[config.mk]
export PLATFORM = sky130hd
export DESIGN_NAME = down_counter_ctrl
export DESIGN_NICKNAME = d
export VERILOG_FILES = /design/src/rtl/down_counter_ctrl.sv
export SDC_FILE = /design/constraint.sdc
export NUM_CORES = 1
export LEC_CHECK = 0
export CORE_MARGIN = 2
export CORE_UTILIZATION = 45
export CTS_CLUSTER_DIAMETER = 80
export DETAILED_ROUTE_END_ITERATION = 16
export PLACE_DENSITY_LB_ADDON = 0.1
export SETUP_SLACK_MARGIN = 0.4
export SLEW_MARGIN = 30
export SYNTH_ARGS = -nofsm -noshare
export SYNTH_HDL_FRONTEND = slang
export SYNTH_SLANG_ARGS = --single-unit
[constraint.sdc]
create_clock -name clk -period 1.97 [get_ports clk]
set_input_delay 0.394 -clock clk [delete_from_list [all_inputs] [get_ports clk]]
set_output_delay 0.394 -clock clk [all_outputs]
set_load 0.005 [all_outputs]
[src/rtl/down_counter_ctrl.sv]
// down_counter_ctrl: loadable synchronous down counter / timer.
// A start value is accepted over a valid/ready load handshake while idle.
// The counter then decrements to zero and pulses tc at terminal count,
// either stopping (one-shot) or reloading the start value (auto-reload).
//
// Handshake semantics: a load transfers on a posedge where
// load_valid & load_ready are both high. load_ready is high only while idle.
// load_valid may be asserted at any time. A request seen while counting is
// dropped and is not queued.
//
// Optional feature: define DOWN_CTR_PRESCALE_EN to insert a prescaler, so
// that each decrement takes PRESCALE enabled clock cycles. PRESCALE must be >= 2.
// Without the macro, PRESCALE is unused and every enabled cycle is a step.
module down_counter_ctrl #(
  parameter int WIDTH    = 4,
  parameter int PRESCALE = 4
) (
  input  logic             clk,
  input  logic             rst,
  input  logic             load_valid,
  output logic             load_ready,
  input  logic [WIDTH-1:0] load_value,
  input  logic             auto_reload,
  input  logic             en,
  input  logic             abort,
  output logic [WIDTH-1:0] out,
  output logic             busy,
  output logic             tc
);

  typedef enum logic {
    IDLE  = 1'b0,
    COUNT = 1'b1
  } state_t;

  state_t           state;
  logic [WIDTH-1:0] reload_reg;
  logic             mode;       // 1 = auto-reload, 0 = one-shot
  logic             handshake;
  logic             step;       // this cycle performs a count step

  // The state is visible directly through load_ready and busy.
  assign load_ready = (state == IDLE);
  assign busy       = (state == COUNT);
  assign handshake  = load_valid & load_ready;

`ifdef DOWN_CTR_PRESCALE_EN
  localparam int PSC_W = $clog2(PRESCALE);
  localparam logic [PSC_W-1:0] PSC_LAST = PSC_W'(PRESCALE - 1);

  logic [PSC_W-1:0] psc;

  // A step happens only on the enabled cycle that closes a prescale period.
  assign step = en && (psc == PSC_LAST);

  // The prescaler advances on enabled counting cycles and restarts on load or abort.
  always_ff @(posedge clk) begin
    if (rst) begin
      psc <= '0;
    end else if (handshake || (state == COUNT && abort)) begin
      psc <= '0;
    end else if (state == COUNT && en) begin
      psc <= step ? '0 : psc + PSC_W'(1);
    end
  end
`else
  assign step = en;
`endif

  // The main FSM registers out and tc together with the state transition.
  always_ff @(posedge clk) begin
    if (rst) begin
      state      <= IDLE;
      out        <= '0;
      tc         <= 1'b0;
      reload_reg <= '0;
      mode       <= 1'b0;
    end else begin
      case (state)
        IDLE: begin
          tc <= 1'b0;
          if (handshake) begin
            if (load_value != '0) begin
              out        <= load_value;
              reload_reg <= load_value;
              mode       <= auto_reload;
              state      <= COUNT;
            end else begin
              // A zero load completes immediately. There is no zero-period reload.
              out <= '0;
              tc  <= 1'b1;
            end
          end
        end
        COUNT: begin
          if (abort) begin
            // Abort takes priority over a coincident terminal step.
            out   <= '0;
            tc    <= 1'b0;
            state <= IDLE;
          end else if (!step) begin
            tc <= 1'b0;
          end else if (out > WIDTH'(1)) begin
            out <= out - WIDTH'(1);
            tc  <= 1'b0;
          end else if (mode) begin
            // In reload mode, out goes from 1 directly to the reload value.
            out <= reload_reg;
            tc  <= 1'b1;
          end else begin
            out   <= '0;
            tc    <= 1'b1;
            state <= IDLE;
          end
        end
        default: begin
          state <= IDLE;
          out   <= '0;
          tc    <= 1'b0;
        end
      endcase
    end
  end

endmodule

-- Yosys cells after proc, flatten, opt, wreduce, memory -nomap -nowiden
Cells that the tools add are included.
- output and inout bits: 7
- flip-flop bits (word level): 11
- equality and inequality tests: 2
- muxes and demuxes: 20
- add/subtract/negate cells: 1
- reductions and logical operators: 3
- magnitude comparators: 1
- bitwise gates (word level): 2
- operator list (cell ; count):
    $mux W4 ; 6
    $mux W1 ; 11
    $pmux W4 S2 ; 1
    $gt A4 B1 Y1 const B ; 1
    $pmux W1 S2 ; 2
    $reduce_bool A4 Y1 ; 1
    $sub A4 B1 Y4 const B ; 1
    $ne A3 B3 Y1 const B ; 1
    $reduce_and A3 Y1 ; 1
    $ne A2 B1 Y1 const B ; 1
    $reduce_and A2 Y1 ; 1
    $and A1 B1 Y1 ; 1
    $not A1 Y1 ; 1

-- Depth between registers and ports, before layout
Gate-level depths: netlist of run 1.
- depth after elaboration: 5
- gate-level depth with buffers: 7
- depth with buffers taken out: 6

-- Worst setup path after synthesis of run 1
OpenSTA, ideal clock, no wires.
- path type: register -> register
- from: register out[0]
- to: register out[1]
- arrival: 1428 ps
- stages on the path, launching flop included: 8
- library setup time: 125 ps
- data required time: 1845 ps
- path slack: 418 ps
- cells stage by stage: dfxtp_1 -> inv_1 -> ha_1 -> or2_1 -> buf_6 -> and4_2 -> o21ai_1 -> a211oi_2
- longest elaborated chain between the ends: 5
- RTL lines (element ; line ; text):
    start: declaration ; 26 ; output logic [WIDTH-1:0] out,
    start signal: assignment ; 84 ; out <= load_value;
    start signal: assignment ; 104 ; out <= out - WIDTH'(1);
    start signal: assignment ; 108 ; out <= reload_reg;
    $sub A4 B1 Y4 / $gt A4 B1 Y1 (equally long branches) ; 104, 103 ;
    $mux W4 (*) ; 103 ; end else if (out > WIDTH'(1)) begin
    $mux W4 (*) ; 101 ; end else if (!step) begin
    $mux W4 (*) ; 96 ; if (abort) begin
    $pmux W4 S2 (*) ; 79 ; case (state)
Every way passes the cells marked *; elsewhere a longest branch is shown, timed or not. The select of a mux whose other input is x is not followed.
A chain may end at the register's enable or synchronous reset.

-- Worst setup path after layout of run 1
- from: register state, in the netlist busy
- to: output port busy
- RTL lines (element ; line ; text):
    start: declaration ; 36 ; state_t state;
    start signal: assignment ; 73 ; state <= IDLE;
    start signal: assignment ; 87 ; state <= COUNT;
    start signal: assignment ; 100 ; state <= IDLE;
    end: declaration ; 27 ; output logic busy,
No word-level cell between the ends.

==> parameters.txt, run 1 <==
Parameter                              Value

Synthesis
  Primary FF master, synth ... sky130_fd_sc_hd__dfxtp_1
  Post-Syn Instances ... 74
  Cell area after synthesis ... 623.1 sq um
  Sequential area share after synthesis ... 35.34%
  Post-synthesis cell type count ... 28
  Share of flip-flops with an asynchronous set or reset ... 0%
  Synth Register Bits ... 11
  Post-Synthesis Net Count ... between 80 and 90
  Number of enable flip-flop cells after synthesis ... 0
  Per-instance average area after synthesis ... 8.420 sq um
  Total of warnings raised by yosys ... 0

Global route
  Number of global-route vias before repair ... 535
  GR met1 Demand/Resource ... 28.34%
  Largest net degree at the start of global routing ... 12
  Grt peak-use layer ... met2
  First-pass GRT wire length ... 2.270 mm
  Antenna violations before repair ... 0
  Congestion Overflow GR ... 0
  Met3 Use GR ... 4.891%
  Met2 Use GR ... 31.25%
  Total routing usage reported by global routing ... a little over a fifth

Timing
  Max_slew headroom ... between 60% and 70%
  Slew at the pin closest to its max-slew limit ... 490.3 ps
  Worst Setup Slack, final ... 435.2 ps
  Final Cycle Share ... 77.91%
  Final setup skew ... 2.946 ps
  Min Hold Slack ... 525.5 ps
  Setup repair after global routing missed its margin ... true
  Final setup violation count ... 0
  Final Slew Violations ... 0
  Tmin final ... between 1500 and 2000 ps
  Maximum operating frequency ... 651.6 MHz
  Setup TNS ... 0 ps
  Number of hold violations in the final report ... 0

Floorplanning
  DIE HEIGHT ... 41.21 um
  Placeable core region ... 0.001301 sq mm
  Number of core rows ... 13
  Ports placed on the boundary ... 17
  Starting Density ... 47.88%
  Total die area ... around 0.0017 sq mm
  Horiz. Die Dim ... 41.21 um

Drt
  Routed wire per std cell ... 13.20 um
  Number of nets with antenna violations after routing ... 0
  Residual DRC count ... 0
  Detailed Route WL ... around 1.4 mm
  Total number of vias ... 616
  Starting DRC count in detailed routing ... 19
  Post-DR vias/cell ... around 5.7
  Number of optimization iterations in the first detailed-route pass ... 4

Worst hold path
  Worst hold path class ... reg2reg

Worst setup path
  Internal reg-to-reg setup slack ... 440 ps
  Nature of the critical path endpoint ... output pin
  Worst Path Class, Setup ... reg2out
  Worst path slowest cell ... sky130_fd_sc_hd__clkdlybuf4s50_1
  Delay of the slowest critical-path stage ... 510 ps
  Top fanout value on the critical path ... 5
  Category of cells accounting for the largest share of critical-path delay ... buffers and inverters
  Critical-path cell list ... clkdlybuf4s50_1
  Worst EP arrival ... 1140 ps
  Startpoint types ... register
  Buffers and inverters on the worst path ... 1
  Data required time at the worst endpoint ... 1580 ps

Finish
  Total inserted antenna cells ... 0
  Area of all sequential standard cells ... 234.0 sq um
  Total number of nets in the final design ... 106
  Share of layout cells above drive strength 1 ... 23.66%
  Area growth from synthesis to layout ... 36.95%
  Area taken by multi-input logic gates ... 384.1 sq um
  Post-layout instance area ... 853.3 sq um
  Fill cell count ... 121

Placement
  DP Area ... just under 800 sq um
  Setup slack at placement ... about 180 ps
  Count of input and output buffers ... 16
  Post-detail-place hpwl ... 1.065 mm
  GP Congestion ... 0.7659

Power and ir drop
  Power after layout ... 587.9 uW
  Max VDD drop ... 0.4226 mV
  Leakage power figure ... 0.3396 nW
  PwrDens ... 689.0 mW/mm^2

Job
  Max-cap violations ... 0

CTS
  Clock slew at reported path FFs ... approximately 70 ps
  Clk_lat worst skew ... 270 ps
  Number of levels the H-tree was split into ... 1
  Clock tree sinks ... 11
  Number of buffers created by CTS ... 3
  CTS tree ... done
  Clock Tree Root ... sky130_fd_sc_hd__clkbuf_4
  Clock tree buffer depth ... 2

Run status
  Result of the run ... finished, final reports clean
[worst paths after layout]
kind | from | endpoint | cells after the start
setup / recovery | busy | busy | 1
hold / removal | reload_reg[1] | reload_reg[1] | 2
setup reg to reg | out[0] | out[0] | 6
hold reg to reg | reload_reg[1] | reload_reg[1] | 2
[final cells by class]
| type | instances | area share [%] |
|---|---|---|
| well taps | 15 | 2.199 |
| inverters | 4 | 1.760 |
| repair buffers | 17 | 20.53 |
| clock buffers | 4 | 3.079 |
| flip-flops and latches | 11 | 27.42 |
| multi-input cells | 57 | 45.01 |
[cells in the mapped netlist (2+ instances only)]
| cell type | count | share of area [%] |
|---|---|---|
| sky130_fd_sc_hd__inv_1 | 4 | 2.4 |
| sky130_fd_sc_hd__nor2_1 | 11 | 6.6 |
| sky130_fd_sc_hd__nand2b_1 | 2 | 2.0 |
| sky130_fd_sc_hd__a21oi_1 | 7 | 5.6 |
| sky130_fd_sc_hd__and4_2 | 2 | 3.2 |
| sky130_fd_sc_hd__dfxtp_1 | 11 | 35 |
| sky130_fd_sc_hd__o21ai_0 | 6 | 4.8 |
| sky130_fd_sc_hd__o21ai_1 | 2 | 1.6 |
| sky130_fd_sc_hd__nand2_1 | 4 | 2.4 |
| sky130_fd_sc_hd__a22oi_1 | 4 | 4.8 |
| sky130_fd_sc_hd__ha_1 | 2 | 4.0 |
| sky130_fd_sc_hd__a211oi_2 | 3 | 6.0 |
[repair_timing]
action | in CTS | in global routing
hold buffers | 0 | 0
endpoints found under the setup margin | 6 | 10
buffers inserted | 0 | 0
gates resized for setup | 8 | 8
[kinds of logic (layout without fill, tap and decap cells)]
family | count (synthesis) | in the layout | share of synthesized area (%)
mux | 1 | 1 | 1.606
buf+inv | 6 | 25 | 5.018
flops | 11 | 11 | 35.34
simple gates | 29 | 29 | 26.31
compound gates | 25 | 25 | 27.71
fa+ha+maj | 2 | 2 | 4.015
[through the flow]
stage / utilization [%] / instances
after floorplan: - / 74
after global placement: 60.96 / 104
after detailed placement: 60.96 / 104
after CTS: 63.94 / 108
after global routing: 65.58 / 108
final: 65.58 / 108
[power breakdown]
| group | leakage, nW | switching, mW | total [mW] | internal [mW] |
|---|---|---|---|---|
| logic | 0.231 | 0.0824 | 0.167 | 0.0850 |
| clock network | 0.0150 | 0.0788 | 0.157 | 0.0786 |
| registers | 0.0932 | 0.0216 | 0.263 | 0.242 |
[cell usage in the layout, fill, tap and decap left out, types with 2 or more instances in the layout]
| cell | synthesis | layout |
|---|---|---|
| sky130_fd_sc_hd__dfxtp_2 | 0 | 2 |
| sky130_fd_sc_hd__nand2b_1 | 2 | 2 |
| sky130_fd_sc_hd__a21oi_1 | 7 | 7 |
| sky130_fd_sc_hd__nor2_1 | 11 | 11 |
| sky130_fd_sc_hd__a211oi_2 | 3 | 3 |
| sky130_fd_sc_hd__a22oi_1 | 4 | 4 |
| sky130_fd_sc_hd__and4_2 | 2 | 2 |
| sky130_fd_sc_hd__o21ai_0 | 6 | 5 |
| sky130_fd_sc_hd__dfxtp_1 | 11 | 6 |
| sky130_fd_sc_hd__clkbuf_4 | 0 | 3 |
| sky130_fd_sc_hd__nand2_1 | 4 | 4 |
| sky130_fd_sc_hd__ha_1 | 2 | 2 |
| sky130_fd_sc_hd__dfxtp_4 | 0 | 3 |
| sky130_fd_sc_hd__o21ai_1 | 2 | 2 |
| sky130_fd_sc_hd__dlymetal6s2s_1 | 0 | 3 |
| sky130_fd_sc_hd__inv_1 | 4 | 3 |
| sky130_fd_sc_hd__clkdlybuf4s50_1 | 0 | 13 |
[routing by layer]
layer,share of wire (%),vias to the layer above
li1,-,313
met1,47,275
met2,45,23
met3,5.4,5
met4,2.5,0
met5,0,-
Note: power is estimated with default switching activity, not from simulation.
==> inputs of run 2 (changes only) <==
- clock period: 1.97 -> 1.5 ns (I/O delays scaled with it)
==> run 2 against run 1 <==
Effect of this change: combinational power rose by 110%; sequential share of layout area shrank 5.3 points; core utilization rose by 16 points; via count up 13%; global-route usage rose by 6.2 points; first-iteration DRC count down 42%; count of clock-buffer cells in the layout unchanged; cell count is 18% higher; clock power increased by 32%; critical endpoint is now tc; largest cell class unchanged.
==> parameters.txt, run 2 (synthesis results as in run 1) <==
Parameter                              Value

Floorplanning
  Number of core rows ... 13 (unchanged)
  Ports placed on the boundary ... 17 (unchanged)
  Total die area ... 0.001698 sq mm (unchanged)
  Starting Density ... 47.88% (unchanged)
  DIE HEIGHT ... 41.21 um (unchanged)
  Horiz. Die Dim ... 41.21 um (unchanged)
  Placeable core region ... 0.001301 sq mm (unchanged)

Worst hold path
  Worst hold path class ... in2reg (was reg2reg)

Timing
  Max_slew headroom ... 68.10% (was 67.21%)
  Min Hold Slack ... 431.2 ps (was 525.5 ps)
  Final setup violation count ... 0 (unchanged)
  Setup TNS ... 0 ps (unchanged)
  Setup repair after global routing missed its margin ... true (unchanged)
  Tmin final ... approximately 1400 ps
  Maximum operating frequency ... 715.5 MHz
  Slew at the pin closest to its max-slew limit ... 477.1 ps (was 490.3 ps)
  Final Slew Violations ... 0 (unchanged)
  Final Cycle Share ... roughly 93%
  Worst Setup Slack, final ... 102.3 ps (was 435.2 ps)
  Final setup skew ... 1.124 ps (was 2.946 ps)
  Number of hold violations in the final report ... 0 (unchanged)

Worst setup path
  Worst path slowest cell ... sky130_fd_sc_hd__dfxtp_4 (was sky130_fd_sc_hd__clkdlybuf4s50_1)
  Buffers and inverters on the worst path ... 1 (unchanged)
  Startpoint types ... register (unchanged)
  Data required time at the worst endpoint ... 1700 ps (was 1580 ps)
  Nature of the critical path endpoint ... register (was output pin)
  Category of cells accounting for the largest share of critical-path delay ... simple AND/OR/NAND/NOR gates (was buffers and inverters)
  Critical-path cell list ... buf_6 -> ha_4 -> or2_4 -> nand3_2 -> or3_1 -> a21oi_1 (was clkdlybuf4s50_1)
  Worst Path Class, Setup ... reg2reg (was reg2out)
  Worst EP arrival ... 1590 ps (was 1140 ps)
  Top fanout value on the critical path ... 6 (was 5)
  Delay of the slowest critical-path stage ... 370 ps (was 510 ps)

CTS
  Number of levels the H-tree was split into ... 1 (unchanged)
  CTS hold repair buffers ... 0 (unchanged)
  Clock Tree Root ... sky130_fd_sc_hd__clkbuf_4 (unchanged)
  Number of buffers created by CTS ... 3 (unchanged)
  Clock tree sinks ... 11 (unchanged)
  Clock slew at reported path FFs ... 70 ps (about the same)
  Clk_lat worst skew ... 270 ps (about the same)
  Clock tree buffer depth ... 2 (unchanged)
  CTS tree ... done (unchanged)

Finish
  Total number of nets in the final design ... 125 (was 106)
  Leading cell types in the layout, fill and taps excluded ... sky130_fd_sc_hd__buf_4, sky130_fd_sc_hd__nor2_1, sky130_fd_sc_hd__buf_6 (was sky130_fd_sc_hd__clkdlybuf4s50_1, sky130_fd_sc_hd__nor2_1, sky130_fd_sc_hd__a21oi_1)
  Area growth from synthesis to layout ... 69.48% (was 36.95%)
  Share of layout cells above drive strength 1 ... 57.14% (was 23.66%)
  Most common cell after layout, fill and taps aside ... sky130_fd_sc_hd__buf_4 (was sky130_fd_sc_hd__clkdlybuf4s50_1)
  Post-layout instance area ... 0.001056 sq mm (was 853.3 sq um)
  Total inserted antenna cells ... 0 (unchanged)

Power and ir drop
  Leakage power figure ... 0.4357 nW (was 0.3396 nW)
  Max VDD drop ... 0.5645 mV (was 0.4226 mV)
  Power after layout ... 889.9 uW (was 587.9 uW)
  PwrDens ... 842.7 mW/mm^2 (was 689.0 mW/mm^2)

Placement
  GP Congestion ... 0.7834 (was 0.7659)
  Count of input and output buffers ... 16 (unchanged)
  Setup slack at placement ... -179.2 ps (was 179.3 ps)
  DP Area ... 938.4 sq um (was 793.3 sq um)

Drt
  Residual DRC count ... 0 (unchanged)
  Detailed Route WL ... 1.885 mm (was 1.426 mm)
  Starting DRC count in detailed routing ... 11 (was 19)
  Number of optimization iterations in the first detailed-route pass ... 4 (unchanged)
  Total number of vias ... 697 (was 616)
  Routed wire per std cell ... 14.84 um (was 13.20 um)
  Post-DR vias/cell ... 5.488 (was 5.704)
  Number of nets with antenna violations after routing ... 0 (unchanged)

Global route
  Total routing usage reported by global routing ... 27.24% (was 21.01%)
  Number of global-route vias before repair ... 638 (was 535)
  First-pass GRT wire length ... 2.856 mm (was 2.270 mm)
  Antenna violations before repair ... 0 (unchanged)
  Congestion Overflow GR ... 0 (unchanged)
  Largest net degree at the start of global routing ... 12 (unchanged)

Job
  Max-cap violations ... 0 (unchanged)

Run status
  Result of the run ... finished, final reports clean (unchanged)
## run 2: cell types whose count changed in the layout (fill, tap and decap cells not counted), moves of 3 or more
cell,delta
sky130_fd_sc_hd__a22oi_2,+3
sky130_fd_sc_hd__buf_6,+8
sky130_fd_sc_hd__dlymetal6s2s_1,-3
sky130_fd_sc_hd__clkbuf_2,+3
sky130_fd_sc_hd__buf_4,+14
sky130_fd_sc_hd__a22oi_1,-3
sky130_fd_sc_hd__buf_2,+4
sky130_fd_sc_hd__clkdlybuf4s50_1,-9
## run 2: repair_timing
item / in CTS / in global routing
buffers inserted: 9 / 0
pin swaps: 12 / 2
setup endpoints to repair: 18 / 15
gates resized for setup: 51 / 11
## run 2: cell type report
| type | count | area [sq um] |
|---|---|---|
| sequential | 11 | 234.0 |
| multi-input combinational | 57 | 464.2 |
| timing repair buffer | 36 | 295.3 |
| fill | 91 | 245.2 |
| inverter | 4 | 17.52 |
| clock buffer | 4 | 26.28 |
| tap | 15 | 18.77 |
## run 2: worst reg2reg max path, stage by stage, from the launching register on
cell and delay, ps:
sky130_fd_sc_hd__dfxtp_4 370, sky130_fd_sc_hd__buf_6 100, sky130_fd_sc_hd__ha_4 120, sky130_fd_sc_hd__or2_4 160
sky130_fd_sc_hd__nand3_2 80, sky130_fd_sc_hd__or3_1 340, sky130_fd_sc_hd__a21oi_1 160
## run 2: per-layer routing
layer	vias up	GRT usage, %	wire (um)
met1	330	32.57	779
met5	-	0	0
met3	6	6.522	71
li1	342	-	-
met4	0	12.10	29
met2	19	45.70	1004
## run 2: per-stage QoR
| stage | util [%] | cells |
|---|---|---|
| 6_report | 81.15 | 127 |
| 5_1_grt | 81.15 | 127 |
| 3_5_place_dp | 72.12 | 114 |
| 3_3_place_gp | 72.12 | 114 |
| 4_1_cts | 80.77 | 127 |
| 2_1_floorplan | - | 74 |
## run 2: where the power goes
part | internal [mW] | leakage, nW | switching, mW
clock network | 0.103 | 0.0150 | 0.104
registers | 0.317 | 0.0932 | 0.0189
logic | 0.179 | 0.328 | 0.168
total | 0.599 | 0.436 | 0.291
## run 2: worst paths after layout
| kind | cells after the start | slack, ps | startpoint | endpoint |
|---|---|---|---|---|
| min reg2reg | 2 | 530 | reload_reg[2] | reload_reg[2] |
| max reg2reg | 6 | 100 | out[0] | tc |
| min | 4 | 430 | load_value[3] | reload_reg[3] |
| max | 6 | 100 | out[0] | tc |
